$ cat src/rtl/counter_pkg.sv
// Shared types for the modulo-N counter: count modes and FSM states.
package counter_pkg;

  typedef enum logic [1:0] {
    WRAP    = 2'd0,
    SAT     = 2'd1,
    ONESHOT = 2'd2
  } count_mode_t;

  typedef enum logic {
    RUN  = 1'b0,
    HALT = 1'b1
  } state_t;

endpackage

$ cat src/rtl/modn_step.sv
// Modulo-N step logic: from the current value and direction, produce the
// value one step away (with wrap-around) and flag when that step crosses
// the counting boundary. Explicit compares are used for every MOD,
// including powers of two, so natural overflow is never relied upon.
module modn_step #(
  parameter int MOD   = 7,
  parameter int WIDTH = $clog2(MOD)
) (
  input  logic [WIDTH-1:0] i_value,
  input  logic             i_up,
  output logic [WIDTH-1:0] o_next,
  output logic             o_terminal,
  output logic             o_wrap_cond
);

  localparam logic [WIDTH-1:0] MAX_V = WIDTH'(MOD - 1);

  logic w_at_max;
  logic w_at_zero;

  assign w_at_max  = (i_value == MAX_V);
  assign w_at_zero = (i_value == '0);

  // Next value in the requested direction, folding back at either end
  always_comb begin
    o_next = i_value;
    if (i_up) begin
      o_next = w_at_max ? '0 : i_value + WIDTH'(1);
    end else begin
      o_next = w_at_zero ? MAX_V : i_value - WIDTH'(1);
    end
  end

  assign o_terminal  = i_up ? w_at_max : w_at_zero;
  // A step taken while terminal is exactly a boundary crossing
  assign o_wrap_cond = o_terminal;

endmodule

$ cat src/rtl/counter_modn.sv
// Modulo-MOD up/down counter with wrap, saturate and one-shot modes,
// synchronous load (clamped to MOD-1) and a RUN/HALT control FSM.
module counter_modn
  import counter_pkg::*;
#(
  parameter int MOD   = 7,
  parameter int WIDTH = $clog2(MOD)
) (
  input  logic             i_clock,
  input  logic             i_reset,
  input  logic             i_enable,
  input  logic             i_up,
  input  logic [1:0]       i_mode,
  input  logic             i_load,
  input  logic [WIDTH-1:0] i_load_value,
  output logic [WIDTH-1:0] o_value,
  output logic             o_terminal,
  output logic             o_wrap,
  output logic             o_halted
);

  if (MOD < 2 || MOD > 65536) begin : g_bad_mod
    $error("counter_modn: MOD must be in 2..65536");
  end
  if ((64'd1 << WIDTH) < 64'(MOD)) begin : g_bad_width
    $error("counter_modn: WIDTH too small to hold MOD-1");
  end

  localparam logic [WIDTH-1:0] MAX_V = WIDTH'(MOD - 1);

  // Loaded values beyond the counting range are pinned to the top value
  function automatic logic [WIDTH-1:0] clamp_load(input logic [WIDTH-1:0] lv);
    return (lv > MAX_V) ? MAX_V : lv;
  endfunction

  state_t           r_state;
  state_t           w_state_nxt;
  logic [WIDTH-1:0] r_value;
  logic [WIDTH-1:0] w_value_nxt;
  logic             r_wrap;
  logic             w_wrap_nxt;
  logic [WIDTH-1:0] w_step_next;
  logic             w_terminal;
  logic             w_wrap_cond;
  logic             w_step_req;

  modn_step #(
    .MOD   (MOD),
    .WIDTH (WIDTH)
  ) u_step (
    .i_value     (r_value),
    .i_up        (i_up),
    .o_next      (w_step_next),
    .o_terminal  (w_terminal),
    .o_wrap_cond (w_wrap_cond)
  );

  // A step is only taken while running and when no load overrides it
  assign w_step_req = i_enable && (r_state == RUN) && !i_load;

  // FSM state register
  always_ff @(posedge i_clock) begin
    if (i_reset) begin
      r_state <= RUN;
    end else begin
      r_state <= w_state_nxt;
    end
  end

  // FSM next state: one-shot halts at the boundary, load always resumes
  always_comb begin
    w_state_nxt = r_state;
    if (i_load) begin
      w_state_nxt = RUN;
    end else if (w_step_req && w_terminal && (count_mode_t'(i_mode) == ONESHOT)) begin
      w_state_nxt = HALT;
    end
  end

  // FSM outputs
  always_comb begin
    o_halted = (r_state == HALT);
  end

  // Next count and wrap pulse; reserved mode 3 falls into the wrap branch
  always_comb begin
    w_value_nxt = r_value;
    w_wrap_nxt  = 1'b0;
    if (i_load) begin
      w_value_nxt = clamp_load(i_load_value);
    end else if (w_step_req) begin
      if (!w_terminal) begin
        w_value_nxt = w_step_next;
      end else begin
        case (count_mode_t'(i_mode))
          SAT:     w_value_nxt = r_value;
          ONESHOT: w_value_nxt = r_value;
          default: begin
            w_value_nxt = w_step_next;
            w_wrap_nxt  = w_wrap_cond;
          end
        endcase
      end
    end
  end

  // Count and wrap registers
  always_ff @(posedge i_clock) begin
    if (i_reset) begin
      r_value <= '0;
      r_wrap  <= 1'b0;
    end else begin
      r_value <= w_value_nxt;
      r_wrap  <= w_wrap_nxt;
    end
  end

  assign o_value    = r_value;
  assign o_wrap     = r_wrap;
  assign o_terminal = w_terminal;

endmodule

$ cat config.mk
export PLATFORM = sky130hd
export DESIGN_NAME = counter_modn
export DESIGN_NICKNAME = d
export VERILOG_FILES = /design/src/rtl/counter_pkg.sv /design/src/rtl/modn_step.sv /design/src/rtl/counter_modn.sv
export SDC_FILE = /design/constraint.sdc
export NUM_CORES = 1
export LEC_CHECK = 0
export ABC_AREA = 0
export CAP_MARGIN = 20
export CORE_AREA = 2 2 39 41
export CTS_BUF_LIST = sky130_fd_sc_hd__clkbuf_8
export DETAILED_ROUTE_END_ITERATION = 16
export DIE_AREA = 0 0 41 43
export GPL_ROUTABILITY_DRIVEN = 0
export PLACE_DENSITY_LB_ADDON = 0.25
export SETUP_SLACK_MARGIN = 0.4
export SYNTH_ARGS = -nofsm -noshare
export SYNTH_HDL_FRONTEND = slang
export SYNTH_SLANG_ARGS = --single-unit
$ cat constraint.sdc
create_clock -name i_clock -period 1.45 [get_ports i_clock]
set_input_delay 0.29 -clock i_clock [delete_from_list [all_inputs] [get_ports i_clock]]
set_output_delay 0.29 -clock i_clock [all_outputs]
set_load 0.01 [all_outputs]
==> out/qor.yml, run 1 <==
worst_setup_path:
  slowest_delay_ps: 350
  cp_slowest_cell: "dfxtp_4"
  critPathKind: "flop to flop"
  cp.arrival_ps: 1660
  path_cells: "inv_4 > ha_4 > nand2b_4 > buf_6 > o311a_4 > nand2b_4 > a221oi_2"
  crit_top_cell: "nand2b_4"
  cp-end-kind: "flop"
  critPathLaunchType: "flop"
  path_delay_family: "compound AO/OA/AOI/OAI gates"
  cp.required_ps: 1590
  crit_buf_inv: 2
  worstPathMaxFanout: 4
grt:
  grt_pass1_wl_um: 2050
  grt_use_total_pct: 17.6
  gr-total-overflow: 0
  grt_max_degree: 10
  first_global_vias: 479
  antenna_found_initial: 0
clock_tree:
  clock-root-buffer: "clkbuf_8"
  cts_tree: "built"
  clk_pin_slew_ps: 40
  cts_buffers: 3
  h-tree-depth: 1
  ctsHoldBuffers: 0
  clk_latency_ps: 230
  clock_sinks: 5
  clockBufferDepth: 2
power_and_ir_drop:
  totalPowerFinal_uw: 677
  seq_power_share_pct: 23.1
  p_leak_nw: 0.370
  p_sw_share_pct: 29.8
  switchingPower_uw: 202
  comb_power_share_pct: 37.2
  power_frac_clock_pct: 39.7
  power_density_nw_per_um2: 779
  peakVddDrop_mv: 0.460
  intPower_uw: 475
sta:
  rsz0062_at_grt: "true"
  worstMarginPinSlew_ps: 307
  post-route-min-period_ps: 1520
  period_share_pct: 105
  slew_headroom_pct: 79.5
  timing.fmax_mhz: 659
  clock_skew_ps: 5.76
  finalSetupTns_ps: -80.1
  finalSetupViolations: 2
  maxSlewViolCount: 0
  fin_ws_ps: -67.7
  hold_violations: 0
route:
  avgRoutedWirePerCell_um: 12.9
  routed_via_density: 4.88
  vias: 483
  wl_met2_um: 657
  drc: 0
  dr.pass1.iters: 2
  wl_met1_um: 531
  top_layer_used: "met4"
  first_iter_violations: 3
  wl_um: 1280
  antenna_left: 0
  wl_met3_um: 64
synth:
  synthesis.area_um2: 432
  synth_edf_count: 0
  syn_nets: 66
  postSynthCellCount: 50
  async_reset_ff_share_pct: 0
  synth_seq_cells: 5
  ys_types: 25
  synth_flop_cell: "dfxtp_1"
  synthTopCellsByCount: "ha_1, inv_1, dfxtp_1"
  synth_top_area_cell: "dfxtp_1"
  synth_warnings: 0
  synthTopCellsByArea: "dfxtp_1, ha_1, nand2b_4"
  ys_seq_area_share_pct: 23.2
  syn_avg_cell_area_um2: 8.63
  synth_top_area_share_pct: 23.2
outcome:
  status: "finished, violations left"
  violations: "negative setup slack"
die:
  rows: 14
  dieArea_um2: 1760
  coreArea_um2: 1380
  start_util_pct: 31.2
  ios: 16
  die_y_um: 43
  die_w_um: 41
run:
  maxCapViolCount: 0
hold_path:
  holdCritPathClass: "flop to flop"
layout:
  area_growth_pct: 101
  fillers: 118
  drive_gt1_share_pct: 57.8
  n_antenna_cell: 0
  nets: 100
place:
  port_buffers: 15
  hpwl_um: 832
  dp_slack_ps: -394
## metal layers
layer | GRT usage [%] | vias up
met2 | 27.5 | 13
met3 | 3.14 | 2
li1 | - | 247
met5 | 0 | -
met4 | 12.0 | 0
met1 | 20.3 | 221
## worst paths after layout
check	slack, ps	from	end	depth (start not counted)
min	560	o_halted$_SDFFE_PP0P_	o_halted$_SDFFE_PP0P_	2
max reg2reg	-70	o_value[1]$_SDFFE_PP0P_	o_value[1]$_SDFFE_PP0P_	7
max	-70	o_value[1]$_SDFFE_PP0P_	o_value[1]$_SDFFE_PP0P_	7
min reg2reg	560	o_halted$_SDFFE_PP0P_	o_halted$_SDFFE_PP0P_	2
## power groups by stage
stage                     Clock, mW  Combinational (mW)  Sequential [mW]
after floorplan                   0               0.100            0.166
after global placement            0               0.204            0.159
after detailed placement          0               0.204            0.159
after CTS                     0.269               0.238            0.157
after global routing          0.278               0.274            0.158
final                         0.269               0.252            0.156
## cell type report
class                   instances  area, µm²  area share [%]
inverters                       6       30.0            3.45
repair buffers                 31        275            31.7
clock inverters                 1       3.75           0.432
clock buffers                   3       41.3            4.75
multi-input cells              37        387            44.5
well taps                      16       20.0            2.30
flip-flops and latches          5        113            12.9
## stage by stage
step | util (%) | hold WS (ps) | instance area, µm² | std cells
final | 62.8 | 561 | 870 | 99
after global routing | 62.8 | 605 | 870 | 99
after CTS | 60.6 | 562 | 838 | 97
after detailed placement | 51.6 | 538 | 714 | 88
after global placement | 51.6 | 531 | 714 | 88
after floorplan | - | 347 | 485 | 50
## state kept, by name (all words and copies together) (netlist names)
name,flops
o_halted,1
o_value,3
o_wrap,1
## cell usage in the layout (no fill, tap or decap), drive strengths merged, types with 3 or more instances in the layout
cell type | synthesis | final
nand2b | 3 | 3
buf | 2 | 21
inv | 6 | 7
a21oi | 3 | 3
ha | 6 | 6
nor2 | 3 | 3
dfxtp | 5 | 5
o21ai | 5 | 5
clkbuf | 0 | 3
clkdlybuf4s50 | 0 | 6
## worst reg2reg max path, delay by kind of cell, from the launching register on
kind / cells / cell delay, ps
AND/OR/NAND/NOR: 2 / 210
flip-flops: 1 / 350
buffers and inverters: 2 / 170
adder cells (fa/ha/maj): 1 / 140
AO/OA/AOI/OAI: 2 / 540
## timing repair
| item | in CTS | in global routing |
|---|---|---|
| pin swaps | 6 | 1 |
| gates resized for setup | 47 | 2 |
| setup endpoints to repair | 11 | 9 |
| buffers inserted | 5 | 2 |
## kinds of logic after synthesis
family / after synthesis / synth area share, %
compound gates: 15 / 26.7
fa+ha+maj: 6 / 17.4
buf+inv: 8 / 7.24
flops: 5 / 23.2
simple gates: 16 / 25.5
(Power assumes the default switching activity.)
==> run 2, diff against run 1 <==
PLACE_DENSITY_LB_ADDON = not set   (was 0.25)
==> run 2 against run 1 <==
Critical path type unchanged. Clock skew is 2.4 ps lower. Non-clock buffer count stayed put. Via count is 4.1% higher. Global-route usage is 0.18 points higher. Hold slack worse by 3.9 ps. The run still ends with negative setup slack left. Flip-flop and latch count stayed put. Critical path depth stayed put. Count of clock-buffer cells in the layout stayed put. Critical endpoint unchanged. Core utilization is 0.36 points higher. Sequential share of layout area is 0.36 points lower.
==> out/qor.yml, run 2 (synthesized netlist as in run 1, its figures left out) <==
route:
  first_iter_violations: 7  # +4
  dr.pass1.iters: 4  # +2
  routed_via_density: 5.08  # +4.1%
  vias: 503  # +4.1%
  avgRoutedWirePerCell_um: 13.5  # +4.9%
  drc: 0  # unchanged
  antenna_left: 0  # unchanged
  wl_um: 1340  # +4.9%
layout:
  nets: 100  # unchanged
  area_growth_pct: 103
  fin_util_pct: 63.2  # +0.36 points
  final_common_cell: "buf_4"
  fillers: 122  # +3.4%
  n_antenna_cell: 0  # unchanged
  drive_gt1_share_pct: 59.0  # +1.2 points
  largest_reg_flops: 3  # unchanged
  final_cell_mix: "buf_4, buf_6, clkdlybuf4s50_1"
sta:
  rsz0062_at_grt: "true"
  hold_violations: 0  # unchanged
  maxSlewViolCount: 0  # unchanged
  post-route-min-period_ps: 1510  # -11.2 ps
  fin_ws_ps: -56.5  # +11.2 ps
  timing.fmax_mhz: 664  # +0.74%
  worstMarginPinSlew_ps: 379  # +72.9 ps
  finalSetupViolations: 3  # +1
  finalSetupTns_ps: -137  # -56.6 ps
  clock_skew_ps: 3.36  # -2.40 ps
  period_share_pct: 104  # -0.77 points
  whs_ps: 557  # -3.90 ps
  slew_headroom_pct: 74.7  # -4.8 points
clock_tree:
  clock_sinks: 5  # unchanged
  cts_buffers: 3  # unchanged
  clockBufferDepth: 2  # unchanged
  clock-root-buffer: "clkbuf_8"
  clk_latency_ps: 230  # about the same
  ctsHoldBuffers: 0  # unchanged
  h-tree-depth: 1  # unchanged
  cts_tree: "built"
  clk_pin_slew_ps: 40  # about the same
grt:
  gr-total-overflow: 0  # unchanged
  grt_max_degree: 10  # unchanged
  antenna_found_initial: 0  # unchanged
  grt_use_total_pct: 17.8  # +0.18 points
  first_global_vias: 501  # +4.6%
  grt_pass1_wl_um: 1940  # -5.4%
hold_path:
  holdCritStartpoint: "o_halted$_SDFFE_PP0P_"
  holdCritPathClass: "flop to flop"
  min_delay_path_depth: 2  # unchanged
  holdPathEnd: "o_halted$_SDFFE_PP0P_"
power_and_ir_drop:
  switchingPower_uw: 204  # +1.1%
  seq_power_share_pct: 22.9  # -0.2 points
  power_frac_clock_pct: 38.1  # -1.6 points
  intPower_uw: 486  # +2.3%
  totalPowerFinal_uw: 690  # +2.0%
  p_sw_share_pct: 29.6  # -0.26 points
  peakVddDrop_mv: 0.505  # +9.7%
  power_density_nw_per_um2: 790  # +1.4%
  p_leak_nw: 0.379  # +2.3%
  comb_power_share_pct: 39.0  # +1.8 points
worst_setup_path:
  r2r_slack_ps: -60  # about the same
  rr_worst_depth: 7  # unchanged
  r2r_start: "o_value[1]$_SDFFE_PP0P_"
  startpoint: "o_value[1]$_SDFFE_PP0P_"
  worstPathMaxFanout: 3  # -1
  timing.rr.end: "o_value[1]$_SDFFE_PP0P_"
  critPathLaunchType: "flop"
  cp.required_ps: 1580  # about the same
  critPathKind: "flop to flop"
  cp-end-kind: "flop"
  cp.arrival_ps: 1640  # -20 ps
die:
  coreArea_um2: 1380  # unchanged
  rows: 14  # unchanged
  ios: 16  # unchanged
  dieArea_um2: 1760  # unchanged
  die_w_um: 41  # unchanged
  die_y_um: 43  # unchanged
  start_util_pct: 31.2  # unchanged
place:
  port_buffers: 15  # unchanged
  hpwl_um: 904  # +8.7%
run:
  maxCapViolCount: 0  # unchanged
outcome:
  violations: "negative setup slack"
  status: "finished, violations left"
-- run 2: worst max-delay path: stages (launching register included) --
cell,delay (ps)
dfxtp_4,350
inv_4,60
ha_4,140
nand2b_4,60
buf_6,110
o311a_4,330
nand2b_4,150
a221oi_2,210
-- run 2: cell type report --
cell class              instances  area [µm²]  area share (%)
clock buffers                   3        41.3            4.72
clock inverters                 1        3.75           0.429
inverters                       6        30.0            3.43
multi-input cells              37         393            44.9
flip-flops and latches          5         110            12.6
well taps                      16        20.0            2.29
repair buffers                 31         277            31.6
-- run 2: power by group through the flow --
stage               logic, mW  clock network (mW)  registers, mW
detailed placement      0.215                   0          0.158
global route            0.290               0.276          0.160
finish                  0.269               0.263          0.158
CTS                     0.242               0.267          0.157
floorplan               0.100                   0          0.166
global placement        0.213                   0          0.158
-- run 2: per-layer routing --
layer	vias to the layer above	part of all wire (%)	track usage, %
met2	15	54	30.6
li1	247	-	-
met4	0	2.5	11.3
met1	236	37	14.1
met3	5	6.4	9.42
met5	-	0	0
-- run 2: timing repair --
action | 4_1_cts | 5_1_grt
setup buffers | 3 | 2
hold endpoints to repair | 0 | 0
gates resized for setup | 35 | 15
pin swaps | 6 | 7
endpoints found under the setup margin | 11 | 10
-- run 2: worst max path at each step --
stage / end / slack, ps
after floorplan: o_value[1]$_SDFFE_PP0P_ / 100
after global placement: o_value[1]$_SDFFE_PP0P_ / -390
after detailed placement: o_value[1]$_SDFFE_PP0P_ / -420
after CTS: o_value[1]$_SDFFE_PP0P_ / -140
after global routing: o_value[2]$_SDFFE_PP0P_ / -120
final: o_value[1]$_SDFFE_PP0P_ / -60
-- run 2: through the flow --
step | setup WS (ps) | area, µm² | cells
after floorplan | 100 | 485 | 50
after global placement | -386 | 729 | 90
final | -56.5 | 875 | 99
after detailed placement | -418 | 729 | 90
after CTS | -143 | 825 | 97
after global routing | -123 | 875 | 99
==> run 3, diff against run 2 <==
REMOVE_ABC_BUFFERS = 1   (was not set)
==> run 3 against run 2 <==
The flow still finishes with violations (negative setup slack). Flip-flop and latch count stayed put. Core utilization decreased by 5.5 points. Cell count fell by 3.0%. Combinational power is 13% lower.
==> out/qor.yml, run 3 (synthesized netlist as in run 1, its figures left out) <==
clock_tree:
  clock-root-buffer: "clkbuf_8"
  cts_buffers: 3  # unchanged
  clock_sinks: 5  # unchanged
  clockBufferDepth: 2  # unchanged
  clk_pin_slew_ps: 40  # about the same
  cts_tree: "built"
  h-tree-depth: 1  # unchanged
  clk_latency_ps: 230  # about the same
  ctsHoldBuffers: 0  # unchanged
grt:
  grt_max_degree: 10  # unchanged
  gr-total-overflow: 0  # unchanged
  grt_pass1_wl_um: 2030  # +4.6%
  first_global_vias: 490  # -2.2%
  antenna_found_initial: 0  # unchanged
  grt_use_total_pct: 17.8  # +0.018 points
worst_setup_path:
  path_delay_family: "compound AO/OA/AOI/OAI gates"
  cp-endpoint: "o_value[1]$_SDFFE_PP0P_"
  path_depth: 7  # unchanged
  worstPathMaxFanout: 4  # +1
  critPathKind: "flop to flop"
  timing.rr.end: "o_value[1]$_SDFFE_PP0P_"
  cp.required_ps: 1580  # about the same
  slowest_delay_ps: 350  # about the same
  crit_top_cell: "nand2b_4"
  crit_buf_inv: 2  # unchanged
  cp_slowest_cell: "dfxtp_4"
  r2r_slack_ps: -40  # about the same
  path_cells: "inv_4 > ha_4 > nand2b_4 > buf_6 > o311a_4 > nand2b_4 > a221oi_2"
  startpoint: "o_value[1]$_SDFFE_PP0P_"
  rr_worst_depth: 7  # unchanged
  r2r_start: "o_value[1]$_SDFFE_PP0P_"
  cp-end-kind: "flop"
  cp.arrival_ps: 1620  # -20 ps
  critPathLaunchType: "flop"
power_and_ir_drop:
  power_density_nw_per_um2: 811  # +2.8%
  peakVddDrop_mv: 0.686  # +36%
  totalPowerFinal_uw: 648  # -6.2%
  p_leak_nw: 0.356  # -6.1%
route:
  wl_met1_um: 483  # -2.6%
  antenna_left: 0  # unchanged
  vias: 481  # -4.4%
  avgRoutedWirePerCell_um: 13.5  # -0.19%
  dr.pass1.iters: 2  # -2
  wl_met2_um: 713  # -1.4%
  routed_via_density: 5.01  # -1.4%
  drc: 0  # unchanged
  wl_met3_um: 62  # -27%
  top_layer_used: "met4"
  wl_um: 1300  # -3.2%
  first_iter_violations: 2  # -5
die:
  die_y_um: 43  # unchanged
  die_w_um: 41  # unchanged
  start_util_pct: 31.2  # unchanged
  ios: 16  # unchanged
  dieArea_um2: 1760  # unchanged
  coreArea_um2: 1380  # unchanged
  rows: 14  # unchanged
place:
  port_buffers: 15  # unchanged
  hpwl_um: 910  # +0.65%
  placed_cells: 89  # -1.1%
sta:
  hold_violations: 0  # unchanged
  finalSetupViolations: 3  # unchanged
  period_share_pct: 103  # -0.86 points
  fin_ws_ps: -44.0  # +12.5 ps
  maxSlewViolCount: 0  # unchanged
  timing.fmax_mhz: 669  # +0.84%
  finalSetupTns_ps: -72.7  # +64.0 ps
  post-route-min-period_ps: 1490  # -12.5 ps
  slew_headroom_pct: 77.1  # +2.4 points
  clock_skew_ps: 2.02  # -1.34 ps
  rsz0062_at_grt: "true"
  worstMarginPinSlew_ps: 343  # -36.4 ps
layout:
  final_cell_mix: "buf_4, buf_6, clkdlybuf4s50_1"
  largest_reg_flops: 3  # unchanged
  nets: 97  # -3.0%
  area_growth_pct: 84.9
  drive_gt1_share_pct: 53.8  # -5.3 points
  n_antenna_cell: 0  # unchanged
  final_common_cell: "buf_4"
  final_cells: 96  # -3.0%
outcome:
  status: "finished, violations left"
  violations: "negative setup slack"
hold_path:
  holdCritPathClass: "input port to flop"
run:
  maxCapViolCount: 0  # unchanged
==> run 3: cell types whose count changed in the layout (fill, tap and decap cells not counted), sizes merged <==
cell / before / now
buf: 22 / 19
dlygate4sd2: 4 / 3
dlymetal6s2s: 0 / 1
==> run 3: cell type report <==
| class | instances | area (µm²) |
|---|---|---|
| fill | 127 | 586 |
| timing repair buffer | 28 | 244 |
| clock buffer | 3 | 41.3 |
| multi-input combinational | 37 | 357 |
| tap | 16 | 20.0 |
| inverter | 6 | 25.0 |
| sequential | 5 | 108 |
| clock inverter | 1 | 3.75 |
==> run 3: metal layers <==
layer / global-route usage (%) / vias to the layer above
li1: - / 240
met2: 28.4 / 14
met5: 0 / -
met4: 9.33 / 0
met3: 8.38 / 7
met1: 18.0 / 220
==> run 3: repair_timing <==
action	4_1_cts	5_1_grt
pin swaps	4	3
gates resized for setup	51	4
setup buffers	3	0
endpoints found under the setup margin	11	8
==> run 3: power breakdown <==
group          switching (mW)  leakage (nW)  internal [mW]
combinational           0.100         0.286          0.133
sequential            0.00874        0.0428          0.147
clock                  0.0767        0.0269          0.182
==> run 3: how the worst min path moves through the flow <==
stage | from | end | cells after the start
after CTS | o_halted$_SDFFE_PP0P_ | o_halted$_SDFFE_PP0P_ | 2
final | i_load | o_halted$_SDFFE_PP0P_ | 2
after global routing | i_load | o_halted$_SDFFE_PP0P_ | 2
after global placement | o_halted$_SDFFE_PP0P_ | o_halted$_SDFFE_PP0P_ | 2
after floorplan | i_reset | o_value[1]$_SDFFE_PP0P_ | 1
after detailed placement | o_halted$_SDFFE_PP0P_ | o_halted$_SDFFE_PP0P_ | 2
==> run 3: through the flow <==
| step | setup WS (ps) | util (%) | hold WS [ps] | instance area [µm²] |
|---|---|---|---|---|
| after global routing | -110 | 57.7 | 539 | 798 |
| after global placement | -444 | 48.3 | 532 | 668 |
| after detailed placement | -481 | 48.3 | 560 | 668 |
| final | -44.0 | 57.7 | 494 | 798 |
| after CTS | -23.8 | 56.3 | 552 | 779 |
| after floorplan | -71.0 | - | 356 | 423 |
